## src/rtl/decoder_scan_sequencer.sv

```systemverilog
// Purpose : sweeps a 4-to-16 decoder select code (a=MSB..d=LSB) with per-code dwell and blanking gap.
// Latency : enable rises one cycle after start is sampled in IDLE; every output is a flop.
// Backpr. : none; start is only honoured in IDLE, stop aborts from any state on the next edge.
//
// Ports:
//   clk, rst_n        clock, asynchronous active-low reset
//   start, stop       scan begin (IDLE only) / abort (any state; wins over start)
//   mode[1:0]         bit1 = single-shot, bit0 = count down; latched at start
//   dwell[DW-1:0]     enable-high cycles per code, 0 behaves as 1; latched at start
//   a, b, c, d        select code to the decoder
//   enable, busy      decoder enable (ACTIVE only) / scan in progress (ACTIVE or BLANK)
//   step_done         pulse on the last ACTIVE cycle of each code
//   wrap              pulse when the code wraps, continuous modes only
//   done              pulse on return to IDLE after a finished single-shot scan
module decoder_scan_sequencer #(
  parameter int DW    = 8,
  parameter int BLANK = 2
) (
  input  logic          clk,
  input  logic          rst_n,
  input  logic          start,
  input  logic          stop,
  input  logic [1:0]    mode,
  input  logic [DW-1:0] dwell,
  output logic          a,
  output logic          b,
  output logic          c,
  output logic          d,
  output logic          enable,
  output logic          busy,
  output logic          step_done,
  output logic          wrap,
  output logic          done
);

  typedef enum logic [1:0] {
    ST_IDLE   = 2'd0,
    ST_ACTIVE = 2'd1,
    ST_BLANK  = 2'd2
  } state_t;

  localparam logic [7:0]    BLANK_LEN = 8'(BLANK);
  localparam logic [DW-1:0] DW_ONE    = DW'(1);

  state_t        state, state_nxt;
  logic [3:0]    code, code_nxt;
  logic [1:0]    mode_q, mode_nxt;
  logic [DW-1:0] dwell_q, dwell_nxt;
  logic [DW-1:0] dwell_cnt, dwell_cnt_nxt;
  logic [7:0]    blank_cnt, blank_cnt_nxt;

  logic          enable_nxt;
  logic          busy_nxt;
  logic          step_done_nxt;
  logic          wrap_nxt;
  logic          done_nxt;

  logic          advance;
  logic          single_shot;
  logic          count_down;
  logic          at_last;
  logic [3:0]    code_step;

  // Direction and end-of-sweep come from the latched mode, so mode changes
  // while busy cannot disturb a scan in flight.
  assign single_shot = mode_q[1];
  assign count_down  = mode_q[0];
  assign at_last     = (code == (count_down ? 4'd0 : 4'd15));
  assign code_step   = count_down ? (code - 4'd1) : (code + 4'd1);

  always_comb begin
    state_nxt     = state;
    code_nxt      = code;
    mode_nxt      = mode_q;
    dwell_nxt     = dwell_q;
    dwell_cnt_nxt = dwell_cnt;
    blank_cnt_nxt = blank_cnt;
    wrap_nxt      = 1'b0;
    done_nxt      = 1'b0;
    advance       = 1'b0;

    unique case (state)
      ST_IDLE: begin
        if (start && !stop) begin
          mode_nxt      = mode;
          dwell_nxt     = (dwell == '0) ? DW_ONE : dwell;
          code_nxt      = mode[0] ? 4'd15 : 4'd0;
          dwell_cnt_nxt = DW_ONE;
          state_nxt     = ST_ACTIVE;
        end
      end

      ST_ACTIVE: begin
        if (dwell_cnt == dwell_q) begin
          if (BLANK_LEN != 8'd0) begin
            state_nxt     = ST_BLANK;
            blank_cnt_nxt = 8'd1;
          end else begin
            advance = 1'b1;
          end
        end else begin
          dwell_cnt_nxt = dwell_cnt + DW_ONE;
        end
      end

      ST_BLANK: begin
        if (blank_cnt == BLANK_LEN) begin
          advance = 1'b1;
        end else begin
          blank_cnt_nxt = blank_cnt + 8'd1;
        end
      end

      default: begin
        state_nxt = ST_IDLE;
      end
    endcase

    // End of a code period: a single-shot scan finishes on its last code
    // (code is held), otherwise step and flag the wrap in the same edge the
    // code register takes the wrapped value.
    if (advance) begin
      if (single_shot && at_last) begin
        state_nxt = ST_IDLE;
        done_nxt  = 1'b1;
      end else begin
        state_nxt     = ST_ACTIVE;
        code_nxt      = code_step;
        dwell_cnt_nxt = DW_ONE;
        wrap_nxt      = !single_shot && at_last;
      end
    end

    // Abort overrides everything above: freeze code and latched settings,
    // drop to IDLE and suppress any pulse that would have fired.
    if (stop) begin
      state_nxt     = ST_IDLE;
      code_nxt      = code;
      mode_nxt      = mode_q;
      dwell_nxt     = dwell_q;
      dwell_cnt_nxt = dwell_cnt;
      blank_cnt_nxt = blank_cnt;
      wrap_nxt      = 1'b0;
      done_nxt      = 1'b0;
    end

    // Outputs are registered from next-state values so they line up with
    // the state they describe.
    enable_nxt    = (state_nxt == ST_ACTIVE);
    busy_nxt      = (state_nxt != ST_IDLE);
    step_done_nxt = (state_nxt == ST_ACTIVE) && (dwell_cnt_nxt == dwell_nxt);
  end

  always_ff @(posedge clk or negedge rst_n) begin
    if (!rst_n) begin
      state     <= ST_IDLE;
      code      <= 4'd0;
      mode_q    <= 2'd0;
      dwell_q   <= '0;
      dwell_cnt <= '0;
      blank_cnt <= 8'd0;
      enable    <= 1'b0;
      busy      <= 1'b0;
      step_done <= 1'b0;
      wrap      <= 1'b0;
      done      <= 1'b0;
    end else begin
      state     <= state_nxt;
      code      <= code_nxt;
      mode_q    <= mode_nxt;
      dwell_q   <= dwell_nxt;
      dwell_cnt <= dwell_cnt_nxt;
      blank_cnt <= blank_cnt_nxt;
      enable    <= enable_nxt;
      busy      <= busy_nxt;
      step_done <= step_done_nxt;
      wrap      <= wrap_nxt;
      done      <= done_nxt;
    end
  end

  assign a = code[3];
  assign b = code[2];
  assign c = code[1];
  assign d = code[0];

endmodule
```

## config.mk

```make
export PLATFORM = sky130hd
export DESIGN_NAME = decoder_scan_sequencer
export DESIGN_NICKNAME = d
export VERILOG_FILES = /design/src/rtl/decoder_scan_sequencer.sv
export SDC_FILE = /design/constraint.sdc
export NUM_CORES = 1
export LEC_CHECK = 0
export ABC_CLOCK_PERIOD_IN_PS = 5300
export BUFFER_PORTS_ARGS = -buffer_cell sky130_fd_sc_hd__buf_4
export CELL_PAD_IN_SITES_DETAIL_PLACEMENT = 0
export CELL_PAD_IN_SITES_GLOBAL_PLACEMENT = 1
export CORE_MARGIN = 1
export CORE_UTILIZATION = 48
export DETAILED_ROUTE_END_ITERATION = 8
export PLACE_DENSITY = 0.88
export SETUP_SLACK_MARGIN = 0.1
export SYNTH_ARGS = -nofsm -noshare
export SYNTH_HDL_FRONTEND = slang
export SYNTH_SLANG_ARGS = --single-unit
```

## constraint.sdc

```tcl
create_clock -name clk -period 5.3 [get_ports clk]
set_input_delay 0.265 -clock clk [delete_from_list [all_inputs] [get_ports clk]]
set_output_delay 0.265 -clock clk [all_outputs]
set_load 0.005 [all_outputs]
```

After elaboration in Yosys (flattened, before gate mapping)

Index checks and enable logic that the tools add are counted.

Flip-flop bits (word level): 37

Reduce and logical (&&, ||, !) cells: 12
$add $sub $neg: 4
Bitwise gates (word level): 1
Muxes and demuxes: 34
Equality and inequality tests: 9

Operators with widths:

| cell                | number |
|---|---|
| $mux 8              | 11 |
| $pmux 8 s2          | 2 |
| $mux 4              | 7 |
| $add 8x1->8 const B | 2 |
| $eq 8x8->1          | 2 |
| $mux 1              | 9 |
| $eq 8x2->1 const B  | 1 |
| $logic_not 8->1     | 1 |
| $mux 2              | 4 |
| $pmux 2 s3          | 1 |
| $add 4x1->4 const B | 1 |
| $eq 2x1->1 const B  | 2 |
| $eq 4x4->1          | 1 |
| $logic_and 1x1->1   | 4 |
| $ne 2x2->1 const B  | 2 |
| $reduce_and 4->1    | 1 |
| $reduce_bool 2->1   | 2 |
| $sub 4x1->4 const B | 1 |
| $reduce_and 3->1    | 1 |
| $eq 2x2->1 const B  | 1 |
| $logic_not 1->1     | 2 |
| $logic_not 2->1     | 1 |
| $not 1->1           | 1 |

Longest topological paths before layout

Gate-level depths: netlist (run 1).

Depth after elaboration: 9
Gate-level depth with buffers: 10
Depth with buffers taken out: 9

Worst setup path before layout (run 1)

Ideal clock, no wire load.

Kind: reg2reg
Start: reg mode_q[0]
End: reg step_done
Cell stages (with the launch flop): 8
Arrival time: 2.561 ns
Required time: 5.204 ns
Library setup time: 0.096 ns
Slack: 2.644 ns
Path buffers: 0
Cells stage by stage: dfrtp_1 -> ha_1 -> o2111a_1 -> nor2_1 -> or4_1 -> and4_1 -> or4b_1 -> nor4_2

Longest elaborated chain between the ends: 8

Ends and longest elaborated chain:

| item                                            | RTL line | RTL |
|---|---|---|
| from (decl)                                     | 47       | `logic [1:0] mode_q, mode_nxt;` |
| from (signal assigned)                          | 170      | `mode_q <= mode_nxt;` |
| $mux 4 *                                        | 68       | `assign at_last = (code == (count_down ? 4'd0 : 4'd15));` |
| $eq 4x4->1 *                                    | 68       |  |
| $logic_and 1x1->1 *                             | 123      | `if (single_shot && at_last) begin` |
| $mux 8 / $mux 1 (equally long branches)         | 123      |  |
| $mux 8 / $mux 2 (equally long branches)         | 122      | `if (advance) begin` |
| $mux 8 / $mux 2 (equally long branches)         | 136      | `if (stop) begin` |
| $eq 8x8->1 / $eq 2x1->1 (equally long branches) | 151      | `step_done_nxt = (state_nxt == ST_ACTIVE) && (dwell_cnt_nxt == dwell_nxt);` |
| $logic_and 1x1->1 *                             | 151      |  |
| net step_done_nxt                               | 54       | `logic step_done_nxt;` |
| to (signal assigned)                            | 176      | `step_done <= step_done_nxt;` |
| to (decl)                                       | 31       | `output logic step_done,` |

The timed path passes the listed nets; every way through them passes the cells marked *.
A chain may end at the register's enable or synchronous reset.

Worst setup path in the final report (run 1)

Same ends and word-level chain as after synthesis.

==> summary.md, run 1 <==
| Metric | Value |
|---|---|
| Result of the run | `completed` |
| Number of buffers on the longest clock path | `2` |
| Start of the worst register-to-register path | `mode_q[0]` |
| CTS root buf | `sky130_fd_sc_hd__clkbuf_8` |
| Largest fanout on the critical path | `7` |
| Flops & latches, synth | `37` |
| Area inside the core boundary | `about 0.0044 mm2` |
| Final routed wirelength across all metal layers | `4920 um` |
| Busiest layer in global routing | `met1` |
| Maximum number of pins on one net before global-route repair | `38` |
| Number of nets with antenna violations after detailed routing | `0` |
| Number of top-level design ports | `23` |
| Fraction of power consumed by sequential logic | `0.437` |
| Setup Viol. Count Final | `0` |
| Antenna violations before repair | `0` |
| Floorplan die area | `about 0.0050 mm2` |
| Final-layout fill cell count | `around 420` |
| Most area-hungry cell type in the Yosys netlist | `sky130_fd_sc_hd__dfrtp_1` |
| Number of distinct library cells after synthesis | `52` |
| Storage element area | `roughly 930 um2` |
| Layout area overhead | `13.9%` |
| Transition time of the tightest slew-check pin | `~0.60 ns` |
| Number of hold-slack violations in the final timing report | `0` |
| DP HPWL | `about 3600 um` |
| Final period utilization | `0.538` |
| Chain of cells forming the critical path | `ha_1 -> o2111a_1 -> nor2_1 -> or4_1 -> and4_1 -> or4b_1 -> nor4_2` |
| Antenna diode count | `0` |
| Portion of the post-synthesis area used by sequential elements | `0.412` |
| Post-Syn Area per Cell | `between 9 and 10 um2` |
| Starting DRT DRC Count | `approximately 140` |
| Overflow left after global routing | `0` |
| Total number of vias | `approximately 1900` |
| Min-Delay Path Class | `input pin to register` |
| Via count of the first global-routing pass | `about 1700` |
| Headroom to the max-slew limit | `0.600` |
| Global-route wire length before repair | `approximately 8400 um` |
| Final period demand of the worst path | `about 2.9 ns` |
| Count of yosys warnings during synthesis | `0` |
| Clock tree from TritonCTS | `built` |
| Post-route DRC | `0` |
| Total power per unit cell area | `around 340 mW/mm2` |
| Slack of the worst reg-to-reg path | `2.45 ns` |
| Worst setup EP type | `register` |
| Met1 demand-to-capacity share in global routing | `0.327` |
| Total number of nets in the final design | `between 200 and 300` |
| Width of the die | `between 70 and 80 um` |
| Last weighted congestion value of the routability-driven placer | `approximately 0.8` |
| Slowest CP cell | `sky130_fd_sc_hd__or4_1` |
| Hold path startpoint | `mode[1]` |
| Clock latency of the later-clocked register in the worst-skew pair | `0.29 ns` |
| Share of post-route cells with drive strength above 1 | `0.152` |
| Setup CP Type | `register to register` |
| Aggregate negative setup slack | `0 ns` |
| Clock edge transition at the registers on the reported setup and hold paths | `0.07 ns` |
| Leakage power summed over all cells | `~1.2 nW` |
| Inserted Clock Buffers | `5` |
| Netlist Area Pre-Place | `~0.0022 mm2` |
| Max-capacitance violation count | `0` |
| Share of flip-flops with an asynchronous set or reset after synthesis | `1.00` |
| Max Slew Vio Count | `0` |
| Number of buffers and inverters on the critical path | `0` |
| Starting Density | `0.509` |
| Arrival @ worst endpoint | `a little over 3 ns` |
| Detailed-route vias per instance | `5.89` |
| Quantity of I/O buffers inserted on ports | `22` |
| Top_reg_cell synth | `sky130_fd_sc_hd__dfrtp_1` |
| CP top delay family | `simple AND/OR/NAND/NOR gates` |
| RSZ-0062 raised after global routing | `false` |
| Commonest cells post-synth | `sky130_fd_sc_hd__dfrtp_1 (37), sky130_fd_sc_hd__nand2_1 (36), sky130_fd_sc_hd__o21ai_0 (19)` |
| Hold Path Sink | `mode_q[1]` |
| Count of flip-flops with a built-in enable after synthesis | `0` |
| Most common cell in the netlist | `sky130_fd_sc_hd__dfrtp_1` |
| Clock skew after layout | `around 0.0071 ns` |
| Cells after synthesis | `249` |
| Area taken by multi-input logic gates | `between 0.001 and 0.0015 mm2` |
| Met3 usage | `0.0303` |
| Area share of the largest cell type after synthesis | `0.412` |
| Delay of the slowest cell on the worst path | `0.52 ns` |
| Net count after synthesis | `about 270` |
| Combinational power share | `0.272` |
| Int Pwr | `~0.0006 W` |
| Top cells by area, synth | `sky130_fd_sc_hd__dfrtp_1 (41%), sky130_fd_sc_hd__nand2_1 (6.0%), sky130_fd_sc_hd__o21ai_0 (4.2%)` |
| Total number of placement rows | `24` |
| Power Total | `0.000864 W` |
| H-tree depth | `2` |
| Reg-to-reg endpoint | `step_done` |
| Switching power total | `between 0.0002 and 0.0003 W` |
| Highest clock frequency the design can meet | `0.351 GHz` |
| Cell count of the worst hold path | `3` |
| Total clock sinks | `37` |
| Die boundary height | `70.4 um` |
| GRT Total Usage | `0.215` |
| Mean routed wirelength per cell | `15.3 um` |
| Detailed-routing iteration count for the pre-antenna-repair pass | `4` |
| Cell count of the worst reg-to-reg path | `7` |
| Maximum VDD drop | `between 200 and 250 uV` |
| Sw Ratio | `0.323` |
| Launching element type of the critical path | `register` |
| Power share of the clock group | `0.290` |
| Req. time, crit path | `approximately 5.5 ns` |
| GR Util met2 | `0.311` |
[cell usage in the layout (no fill, tap or decap), types with 7 or more instances in the layout]
master,n
sky130_fd_sc_hd__xnor2_1,10
sky130_fd_sc_hd__nand3_1,10
sky130_fd_sc_hd__nor2_1,11
sky130_fd_sc_hd__a21oi_1,8
sky130_fd_sc_hd__o21ai_0,19
sky130_fd_sc_hd__buf_4,24
sky130_fd_sc_hd__inv_1,10
sky130_fd_sc_hd__nand4_1,7
sky130_fd_sc_hd__nand2_1,36
sky130_fd_sc_hd__nand2b_1,7
sky130_fd_sc_hd__dfrtp_1,37
[area by class of cell]
| type | instances | area share |
|---|---|---|
| multi-input cells | 190 | 0.479 |
| flip-flops and latches | 37 | 0.362 |
| clock inverters | 1 | 0.0117 |
| repair buffers | 25 | 0.0743 |
| clock buffers | 7 | 0.0337 |
| inverters | 10 | 0.0147 |
| well taps | 52 | 0.0254 |
[flip-flops by register name (all words and copies together) (netlist names)]
name and cells:
busy 1, step_done 1, code 4, enable 1, dwell_cnt 8, state 2, mode_q 2, dwell_q 8
blank_cnt 8, done 1, wrap 1
[kinds of logic (layout without fill, tap and decap cells)]
group	Yosys count	count (layout)	share of synthesized area
simple gates	111	111	0.281
compound gates	58	58	0.168
flops	37	37	0.412
buf+inv	22	43	0.0428
xor+xnor	13	13	0.0506
fa+ha+maj	6	6	0.0367
mux	2	2	0.00890
[tightest hold or removal path, stage by stage]
cell and delay, ns:
sky130_fd_sc_hd__buf_4 0.08, sky130_fd_sc_hd__nand2_1 0.04, sky130_fd_sc_hd__nand2_1 0.05
[worst max path at each step]
stage | startpoint | to | slack, ns | cells after the start
after floorplan | mode_q[0] | step_done | 2.64 | 7
after global placement | stop | step_done | 2.44 | 10
after detailed placement | stop | step_done | 2.44 | 10
after CTS | mode_q[0] | step_done | 2.43 | 7
after global routing | mode_q[0] | step_done | 2.27 | 7
final | mode_q[0] | step_done | 2.45 | 7
[through the flow]
stage	utilization	hold WS (ns)	instances	setup WS [ns]	instance area (um2)
floorplan	-	-0.0306	249	2.64	2250
global placement	0.552	0.252	313	2.44	2430
detailed placement	0.552	0.262	313	2.44	2430
CTS	0.580	0.168	322	2.43	2560
global route	0.580	0.203	322	2.27	2560
finish	0.580	0.169	322	2.45	2560
[timing repair]
action                                 4_1_cts  5_1_grt
setup endpoints to repair                    0        0
resized for setup                            0        0
hold buffers                                 1        0
buffers inserted                             0        0
endpoints found under the hold margin       37        0
[power by group through the flow]
stage	sequential, W	combinational (W)	clock (W)
floorplan	0.000356	0.000192	0
global placement	0.000382	0.000233	0
detailed placement	0.000382	0.000236	0
CTS	0.000377	0.000238	0.000257
global route	0.000386	0.000266	0.000266
finish	0.000378	0.000236	0.000251
[metal layers]
layer	vias to the layer above	wire (um)
li1	944	-
met1	909	2440
met2	37	2200
met3	7	209
met5	-	0
met4	0	73
No activity file was read; power rests on OpenSTA's default activity.
==> inputs of run 2 (changes only) <==
- ABC_AREA: not set -> 1
- ABC_CLOCK_PERIOD_IN_PS: 5300 -> 2600
- CORE_UTILIZATION: 48 -> 39
- PLACE_DENSITY: 0.88 -> 0.8
- clock period: 5.3 -> 2.6 ns (I/O delays scaled with it)
==> run 2 against run 1 <==
  * Largest power group unchanged
  * Cell area up 7.4%
  * Register-to-register slack got worse by 2.1 ns
  * Largest cell class unchanged
  * Die area rose by 29%
  * Clock power grew 110%
  * Critical path depth rose by 6
  * Critical endpoint unchanged
==> summary.md, run 2 <==
| Metric | Value |
|---|---|
| Detailed-route vias per instance | `a little under 5` |
| Clock edge transition at the registers on the reported setup and hold paths | `about 0.09 ns` |
| Worst Slack Setup Final | `between 0.3 and 0.4 ns` |
| Number of hold-slack violations in the final timing report | `0` |
| Die boundary height | `approximately 80 um` |
| Netlist Area Pre-Place | `0.00238 mm2` |
| Launching element type of the critical path | `register` |
| Top flop regs | `blank_cnt: 8 flops, dwell_cnt: 8 flops, dwell_q: 8 flops` |
| H-tree depth | `2` |
| Power share of the clock group | `0.319` |
| Global-route wire length before repair | `~9800 um` |
| Count of yosys warnings during synthesis | `0` |
| Post-Syn Area per Cell | `roughly 7.1 um2` |
| Share of flip-flops with an asynchronous set or reset after synthesis | `1.00` |
| Count of non-filler cells in the finished layout | `roughly 440` |
| Width of the die | `~80 um` |
| Maximum number of pins on one net before global-route repair | `38` |
| Area inside the core boundary | `roughly 0.006 mm2` |
| Cell count of the worst reg-to-reg path | `13` |
| Max Slew Vio Count | `0` |
| Final-layout fill cell count | `611` |
| Count of placed standard cells including taps | `around 430` |
| Number of buffers on the longest clock path | `2` |
| Number of distinct library cells after synthesis | `37` |
| Post-layout instance area | `approximately 0.0028 mm2` |
| Sw Ratio | `0.338` |
| Headroom to the max-slew limit | `0.675` |
| Clock latency of the later-clocked register in the worst-skew pair | `0.30 ns` |
| Worst Setup Slack post-DPL | `0.336 ns` |
| Hold path startpoint | `mode[1]` |
| Final period utilization | `0.880` |
| Number of top-level design ports | `23` |
| Floorplan die area | `around 0.0064 mm2` |
| Clock tree from TritonCTS | `built` |
| Mean routed wirelength per cell | `13.4 um` |
| Share of post-route cells with drive strength above 1 | `0.129` |
| Last weighted congestion value of the routability-driven placer | `slightly above 0.8` |
| Layout area overhead | `15.5%` |
| Detailed-routing iteration count for the pre-antenna-repair pass | `4` |
| Commonest cells post-synth | `sky130_fd_sc_hd__nand2_1 (96), sky130_fd_sc_hd__inv_1 (56), sky130_fd_sc_hd__dfrtp_1 (37)` |
| Fraction of power consumed by sequential logic | `0.427` |
| Post-DP Area | `0.00263 mm2` |
| Via count of the first global-routing pass | `roughly 2000` |
| Hold Path Sink | `mode_q[1]` |
| Leading cell types in the layout, fill and taps excluded | `sky130_fd_sc_hd__nand2_1 (96), sky130_fd_sc_hd__inv_1 (56), sky130_fd_sc_hd__dfrtp_1 (37)` |
| Arrival @ worst endpoint | `2.52 ns` |
| Total power per unit cell area | `between 500 and 600 mW/mm2` |
| CTS root buf | `sky130_fd_sc_hd__clkbuf_8` |
| Net count after synthesis | `roughly 360` |
| GRT Total Usage | `0.206` |
| Req. time, crit path | `2.83 ns` |
| Clock skew after layout | `~0.008 ns` |
| Final core utilization | `0.464` |
| CP startpoint | `mode_q[0]` |
| Reg-to-reg endpoint | `step_done` |
| Aggregate negative setup slack | `0 ns` |
| Overflow left after global routing | `0` |
| Largest fanout on the critical path | `9` |
| Post-route DRC | `0` |
| Total number of placement rows | `28` |
| Portion of the post-synthesis area used by sequential elements | `0.389` |
| Setup CP Type | `register to register` |
| Leakage power summed over all cells | `1.47 nW` |
| Count of flip-flops with a built-in enable after synthesis | `0` |
| Int Pwr | `approximately 0.0011 W` |
| Combinational power share | `0.254` |
| Result of the run | `completed` |
| Top_reg_cell synth | `sky130_fd_sc_hd__dfrtp_1` |
| DP HPWL | `between 4000 and 5000 um` |
| Most frequent standard cell in the layout excluding fill and tap cells | `sky130_fd_sc_hd__nand2_1` |
| Most area-hungry cell type in the Yosys netlist | `sky130_fd_sc_hd__dfrtp_1` |
| Total number of nets in the final design | `~380` |
| Highest clock frequency the design can meet | `approximately 0.44 GHz` |
| Switching power total | `roughly 0.00055 W` |
| Cell count of the worst hold path | `3` |
| Slack of the worst reg-to-reg path | `0.31 ns` |
| Maximum VDD drop | `272 uV` |
| Antenna diode count | `0` |
| Max-capacitance violation count | `0` |
| Antenna violations before repair | `0` |
| Transition time of the tightest slew-check pin | `slightly below 0.5 ns` |
| Worst setup EP type | `register` |
| Min-Delay Path Class | `input pin to register` |
| Final routed wirelength across all metal layers | `between 5000 and 6000 um` |
| Start of the worst register-to-register path | `mode_q[0]` |
| Starting DRT DRC Count | `172` |
| Top cells by area, synth | `sky130_fd_sc_hd__dfrtp_1 (39%), sky130_fd_sc_hd__nand2_1 (15%), sky130_fd_sc_hd__inv_1 (8.8%)` |
| Inserted Clock Buffers | `5` |
| RSZ-0062 raised after global routing | `false` |
| Area share of the largest cell type after synthesis | `0.389` |
| Starting Density | `0.402` |
| Total clock sinks | `37` |
| Cells after synthesis | `335` |
| Most common cell in the netlist | `sky130_fd_sc_hd__nand2_1` |
| Total number of vias | `between 2000 and 2500` |
| Quantity of I/O buffers inserted on ports | `22` |
| Setup Viol. Count Final | `0` |
| Final period demand of the worst path | `~2.3 ns` |
| Flops & latches, synth | `37` |
| Number of nets with antenna violations after detailed routing | `0` |
-- run 2: cell count changes after synthesis, sizes merged, moves of 4 or more --
| cell | previous run | this run |
|---|---|---|
| and3 | 5 | 0 |
| clkbuf | 8 | 1 |
| inv | 10 | 58 |
| nand2 | 36 | 100 |
| nand2b | 7 | 0 |
| nand3 | 10 | 29 |
| nand4 | 7 | 11 |
| nor2 | 11 | 29 |
| o211ai | 6 | 2 |
| or4 | 4 | 0 |
| xnor2 | 10 | 4 |
-- run 2: worst max path at each step --
stage	to	depth (start not counted)
floorplan	step_done	13
global placement	step_done	13
detailed placement	step_done	13
CTS	step_done	13
global route	step_done	13
finish	step_done	13
-- run 2: routing by layer --
metal / GRT usage / routed length [um]
met5: 0 / 0
met1: 0.287 / 2850
met4: 0.0589 / 66
met3: 0.0375 / 297
met2: 0.325 / 2670
-- run 2: repair_timing --
item | CTS | global route
endpoints found under the hold margin | 37 | 0
setup buffers | 0 | 0
endpoints found under the setup margin | 0 | 1
hold buffers | 1 | 0
gates resized for setup | 0 | 1
-- run 2: area by class of cell --
class,instances,area [um2],share of cell area
multi-input combinational,234,1200,0.438
sequential,37,926,0.337
inverter,58,218,0.0792
timing repair buffer,26,198,0.0719
tap,75,93.8,0.0341
clock buffer,6,72.6,0.0264
clock inverter,2,38.8,0.0141
-- run 2: metrics by stage --
stage               hold WS [ns]  power (W)
floorplan                 -0.166   0.000981
global placement           0.126    0.00111
detailed placement         0.136    0.00112
CTS                       0.0350    0.00164
global route              0.0278    0.00174
finish                    0.0314    0.00164
-- run 2: critical path, stage by stage, from the launching register on --
cell	delay [ns]
sky130_fd_sc_hd__dfrtp_1	0.46
sky130_fd_sc_hd__ha_1	0.36
sky130_fd_sc_hd__nand2_1	0.10
sky130_fd_sc_hd__a21oi_2	0.17
sky130_fd_sc_hd__nand3_1	0.09
sky130_fd_sc_hd__nand2_1	0.15
sky130_fd_sc_hd__nand2_1	0.08
sky130_fd_sc_hd__nand2_2	0.17
sky130_fd_sc_hd__nand3_1	0.12
sky130_fd_sc_hd__nand2_1	0.07
sky130_fd_sc_hd__nand2_1	0.05
sky130_fd_sc_hd__nor2_1	0.19
sky130_fd_sc_hd__nand3_1	0.11
sky130_fd_sc_hd__nor2_1	0.10
-- run 2: cells by family (layout without fill, tap and decap cells) --
logic type      after synthesis  after routing  synth area share
xor+xnor                      9              9            0.0331
simple gates                184            184             0.350
flops                        37             37             0.389
compound gates               35             35            0.0862
buf+inv                      64             92             0.107
fa+ha+maj                     6              6            0.0347
-- run 2: power by group through the flow --
stage | clock, W | sequential (W) | combinational (W)
after floorplan | 0 | 0.000690 | 0.000291
after global placement | 0 | 0.000707 | 0.000404
after detailed placement | 0 | 0.000710 | 0.000412
after CTS | 0.000526 | 0.000698 | 0.000417
after global routing | 0.000553 | 0.000709 | 0.000483
final | 0.000522 | 0.000700 | 0.000417
